### src/rtl/rsa_exp_scheduler.sv
// rsa_exp_scheduler: round-robin encrypt/decrypt arbiter in front of one right-to-left
// square-and-multiply engine. Define RSA_SCHED_EARLY_EXIT_EN to leave RUN once exp runs out.
module rsa_exp_scheduler #(
    parameter int N = 187,
    parameter int E = 7,
    parameter int D = 23
) (
    input  logic       clk,
    input  logic       rst,
    input  logic       enc_valid,
    input  logic [7:0] enc_data,
    output logic       enc_ready,
    input  logic       dec_valid,
    input  logic [7:0] dec_data,
    output logic       dec_ready,
    output logic       out_valid,
    output logic [7:0] out_data,
    output logic       out_id,
    input  logic       out_ready,
    output logic       busy
);
    localparam logic [15:0] MOD16   = 16'(N);
    localparam logic [7:0]  MOD8    = 8'(N);
    localparam logic [7:0]  EXP_E   = 8'(E);
    localparam logic [7:0]  EXP_D   = 8'(D);
    localparam logic [7:0]  ONE_MOD = 8'd1 % MOD8;

    typedef enum logic [1:0] {IDLE, RUN, DONE} state_t;

    state_t     state_q, state_d;
    logic       ptr_q, ptr_d;
    logic [7:0] base_q, base_d;
    logic [7:0] exp_q, exp_d;
    logic [7:0] res_q, res_d;
    logic [2:0] cnt_q, cnt_d;
    logic       id_q, id_d;
    logic [7:0] out_data_q, out_data_d;
    logic       out_id_q, out_id_d;

    logic       gnt_dec;
    logic       run_last;
    logic [7:0] exp_shift;
    logic [7:0] res_step;

    function automatic logic [7:0] mod_mul(input logic [7:0] a, input logic [7:0] b);
        logic [15:0] p;
        p = 16'(a) * 16'(b);
        return 8'(p % MOD16);
    endfunction

    always_comb begin
        state_d    = state_q;
        ptr_d      = ptr_q;
        base_d     = base_q;
        exp_d      = exp_q;
        res_d      = res_q;
        cnt_d      = cnt_q;
        id_d       = id_q;
        out_data_d = out_data_q;
        out_id_d   = out_id_q;
        enc_ready  = 1'b0;
        dec_ready  = 1'b0;

        // Decrypt wins only when alone or when the pointer names it.
        gnt_dec   = dec_valid && (!enc_valid || ptr_q);
        exp_shift = exp_q >> 1;
        res_step  = exp_q[0] ? mod_mul(res_q, base_q) : res_q;
`ifdef RSA_SCHED_EARLY_EXIT_EN
        run_last  = (exp_shift == 8'd0);
`else
        run_last  = (cnt_q == 3'd7);
`endif

        case (state_q)
            IDLE: begin
                if (!rst && (enc_valid || dec_valid)) begin
                    enc_ready = !gnt_dec;
                    dec_ready = gnt_dec;
                    base_d    = (gnt_dec ? dec_data : enc_data) % MOD8;
                    exp_d     = gnt_dec ? EXP_D : EXP_E;
                    res_d     = ONE_MOD;
                    cnt_d     = 3'd0;
                    id_d      = gnt_dec;
                    ptr_d     = !gnt_dec;
                    state_d   = RUN;
                end
            end
            RUN: begin
                res_d  = res_step;
                base_d = mod_mul(base_q, base_q);
                exp_d  = exp_shift;
                cnt_d  = cnt_q + 3'd1;
                if (run_last) begin
                    state_d    = DONE;
                    out_data_d = res_step;
                    out_id_d   = id_q;
                end
            end
            DONE: begin
                if (out_ready) begin
                    state_d = IDLE;
                end
            end
            default: state_d = IDLE;
        endcase
    end

    always_ff @(posedge clk) begin
        if (rst) begin
            state_q    <= IDLE;
            ptr_q      <= 1'b0;
            out_data_q <= 8'd0;
            out_id_q   <= 1'b0;
        end else begin
            state_q    <= state_d;
            ptr_q      <= ptr_d;
            out_data_q <= out_data_d;
            out_id_q   <= out_id_d;
        end
    end

    // Working registers are only meaningful in RUN, so they carry no reset.
    always_ff @(posedge clk) begin
        base_q <= base_d;
        exp_q  <= exp_d;
        res_q  <= res_d;
        cnt_q  <= cnt_d;
        id_q   <= id_d;
    end

    assign out_valid = (state_q == DONE);
    assign out_data  = out_data_q;
    assign out_id    = out_id_q;
    assign busy      = (state_q != IDLE);

endmodule

### config.mk
export PLATFORM = sky130hd
export DESIGN_NAME = rsa_exp_scheduler
export DESIGN_NICKNAME = d
export VERILOG_FILES = /design/src/rtl/rsa_exp_scheduler.sv
export SDC_FILE = /design/constraint.sdc
export NUM_CORES = 1
export LEC_CHECK = 0
export CAP_MARGIN = 15
export CORE_MARGIN = 5
export CORE_UTILIZATION = 45
export CTS_BUF_LIST = sky130_fd_sc_hd__clkbuf_4 sky130_fd_sc_hd__clkbuf_8 sky130_fd_sc_hd__clkbuf_16
export CTS_CLUSTER_DIAMETER = 200
export DETAILED_ROUTE_END_ITERATION = 10
export SYNTH_ARGS = -nofsm -noshare
export SYNTH_HDL_FRONTEND = slang
export SYNTH_SLANG_ARGS = --single-unit
### constraint.sdc
create_clock -name clk -period 37.4 [get_ports clk]
set_input_delay 5.61 -clock clk [delete_from_list [all_inputs] [get_ports clk]]
set_output_delay 5.61 -clock clk [all_outputs]
set_load 0.01 [all_outputs]
==> parameters.txt <==
Parameter                              Value

Clocking
  Maximum level of the CTS H-tree    2
  CTS root buf    clkbuf_16
  Count of clock tree sinks    37
  Hold buffers post-CTS    0
  Max Root-Sink Buffers    2
  Insertion delay of the later-clocked pin in the worst-skew pair    about 280 ps
  Clock buffers created by TritonCTS    5
  Clock transition at path regs    60 ps
  Number of cells upsized or downsized after cts    0
  Clock tree from TritonCTS    done
  Postcts setup bufs    0

Flow run
  Max-cap violations    0

Die
  Floorplan row count    62
  Die boundary width    between 150 and 200 um
  Starting utilization of the core area    between 40 and 50%
  Die Y-Extent    182 um
  Count of pins on the block boundary    34
  Total core area    around 29,000 um2
  DIE AREA    around 33,000 um2

Critical path
  Data required time of the critical path    between 30,000 and 40,000 ps
  Maximum fanout encountered on the critical timing path    12
  Crit path buffers/inverters    1
  Element type at the critical path end    flop
  Number of cells on the worst reg-to-reg path    46
  Arr. time, crit path    between 15,000 and 20,000 ps
  Worst setup path class    input pin to flop
  CP Launch Type    input pin
  Critical register-to-register path startpoint    base_q[5]$_DFFE_PP_
  Capture point of the worst reg-to-reg path    base_q[1]$_DFFE_PP_
  FF-to-FF setup slack    22,580 ps
  Max stage delay on crit path    about 740 ps
  Most used cell along the critical path    ha_1
  Cell family with the largest share of critical-path delay    compound AO/OA/AOI/OAI gates
  Slowest-stage cell, CP    a31oi_1

Min path
  Depth of the worst hold-timing path    2
  Source of the worst hold timing path    out_id$_SDFFE_PP0P_
  Sink of the worst hold path    out_id$_SDFFE_PP0P_
  Path category of the worst min-delay check    flop to flop

Timing
  Post-route setup TNS    0 ps
  Headroom to the max-slew limit    about a quarter
  F_max    between 0.06 and 0.07 GHz
  Post-route clock period utilization    43.4%
  Clock tree skew after final layout    around 5.5 ps
  Clock period minus worst slack    roughly 16,000 ps
  Setup repair after global routing missed its margin    false
  Number of failing hold endpoints at the final stage    0
  Worst-margin pin slew    1140 ps
  Max-slew violation count    0
  Final worst-path setup slack    roughly 21,000 ps
  Final setup violation count    0

Placed design
  Post-DP HPWL    approximately 29 mm
  Pre-CTS setup slack    approximately 21,000 ps
  Quantity of I/O buffers inserted on ports    33
  Routability Congestion    between 0.9 and 1

Detailed routing
  Number of nets still failing antenna checks after routing    0
  Routed length per instance    roughly 17 um
  Number of DRC violations after detailed-routing iteration 0    1,284
  Number of detailed-routing iterations run before antenna repair    5
  Via count    approximately 13k
  DRC violation count after routing    0
  Vias per cell    ~6.4
  Final Routed Wirelength    between 30 and 40 mm

Synth
  Count of state elements after synthesis    37
  Ys Warns    0
  Main area contributors after synthesis    fa_1 9.2%, ha_1 6.9%, edfxtp_1 5.7%, and2_1 4.3%, nand2_1 4.1%
  Yosys top cell by area    fa_1
  Number of synthesized flops with an enable pin    25
  Syn Nets    1,880
  Netlist area before placement    ~13,000 um2
  Post-synthesis async set-or-reset flop share    0%
  Mapped Avg Cell Area    approximately 7.7 um2
  Number of distinct library cells after synthesis    around 130
  Synthesized instance count    about 1.7k
  Share of the synthesized area in the top cell type    around 9%
  Post-synth top flop    edfxtp_1
  Top post-synthesis cells by count    145 x nand2_1, 130 x nor2_1, 125 x inv_1
  Post-synthesis sequential area ratio    7.48%
  Most repeated cell in the gate-level netlist after synthesis    nand2_1

GRT
  Pin count of the biggest net entering global routing    37
  Number of antenna violations at the first check in global routing    0
  Total congestion overflow    0
  Wire length of the first global-routing pass    just over 60 mm
  Total routing usage reported by global routing    between 20% and 30%
  Vias in the first global route    about 13k

Cells and area
  Share of layout cells above drive strength 1    10.6%
  Synthesis-to-finish area growth    6.05%
  Multi-input combinational cell area    between 10,000 and 15,000 um2
  Antenna diode count    0
  Fill cells    2,878
  Sequential cell area    ~990 um2
  Layout Nets    ~1.9k
  Utilization after layout    around half

Status
  Status    completed
==> metal layers <==
metal  global-route usage, %  part of all wire (%)  up-vias
li1                        -                     -     6487
met1                    28.8                    45     6421
met2                    38.1                    49      368
met3                    1.42                   3.7       53
met4                    3.69                   1.5        0
met5                       0                     0        -
==> kinds of logic after synthesis <==
logic type	count (synthesis)	synth area share (%)
simple gates	659	26.4
compound gates	574	34.0
buf+inv	188	5.62
fa+ha+maj	139	16.5
xor+xnor	84	6.23
mux	44	3.85
flops	37	7.48
==> metrics by stage <==
| step | instance area [um2] | hold WS (ps) | instances |
|---|---|---|---|
| CTS | 14000 | 469 | 2095 |
| detailed placement | 13900 | 460 | 2087 |
| global placement | 13900 | 453 | 2087 |
| floorplan | 13300 | 471 | 1725 |
| finish | 14100 | 466 | 2096 |
| global route | 14100 | 491 | 2096 |
==> cells in the final DEF (no fill, tap or decap), drive strengths merged, types with 19 or more instances in the layout <==
| cell type | n |
|---|---|
| a21o | 19 |
| fa | 61 |
| xor2 | 24 |
| a31oi | 38 |
| a21oi | 93 |
| nand4 | 20 |
| o211ai | 39 |
| xnor2 | 60 |
| ha | 73 |
| clkdlybuf4s50 | 33 |
| o31ai | 23 |
| or2 | 20 |
| mux2 | 22 |
| nand2 | 147 |
| o21a | 24 |
| o21ai | 93 |
| nor2 | 135 |
| inv | 126 |
| nor3 | 63 |
| nand3 | 48 |
| mux2i | 22 |
| nand2b | 28 |
| a211oi | 33 |
| and2 | 93 |
| and3 | 22 |
| nor4 | 24 |
| edfxtp | 25 |
==> tightest hold or removal path, stage by stage (launching register included) <==
cell	delay, ps
dfxtp_1	310
nand2_1	60
a21oi_1	50
==> sequential cells by signal, indices dropped and copies added, names as in the netlist <==
name and flops:
res_q 8, out_data 8, out_id 1, base_q 8, state_q 2, cnt_q 3, exp_q 5, id_q 1
ptr_q 1
==> how the worst max path moves through the flow <==
stage,from,to,slack (ps),cells after the start
after floorplan,enc_valid,base_q[1]$_DFFE_PP_,23160,39
after global placement,enc_valid,base_q[1]$_DFFE_PP_,21360,39
after detailed placement,enc_valid,base_q[1]$_DFFE_PP_,21110,39
after CTS,enc_valid,base_q[1]$_DFFE_PP_,21390,39
after global routing,enc_valid,base_q[1]$_DFFE_PP_,20300,39
final,enc_valid,base_q[1]$_DFFE_PP_,21170,39
==> area by class of cell <==
type	count	share of cell area, %
clock buffers	5	0.890
clock inverters	3	0.490
inverters	125	3.34
multi-input cells	1500	82.0
flip-flops and latches	37	7.05
well taps	384	3.42
repair buffers	42	2.83
Power is left out: the tool's default activity adds up to more than one toggle a clock period on the data nets, which glitch-free logic cannot reach.
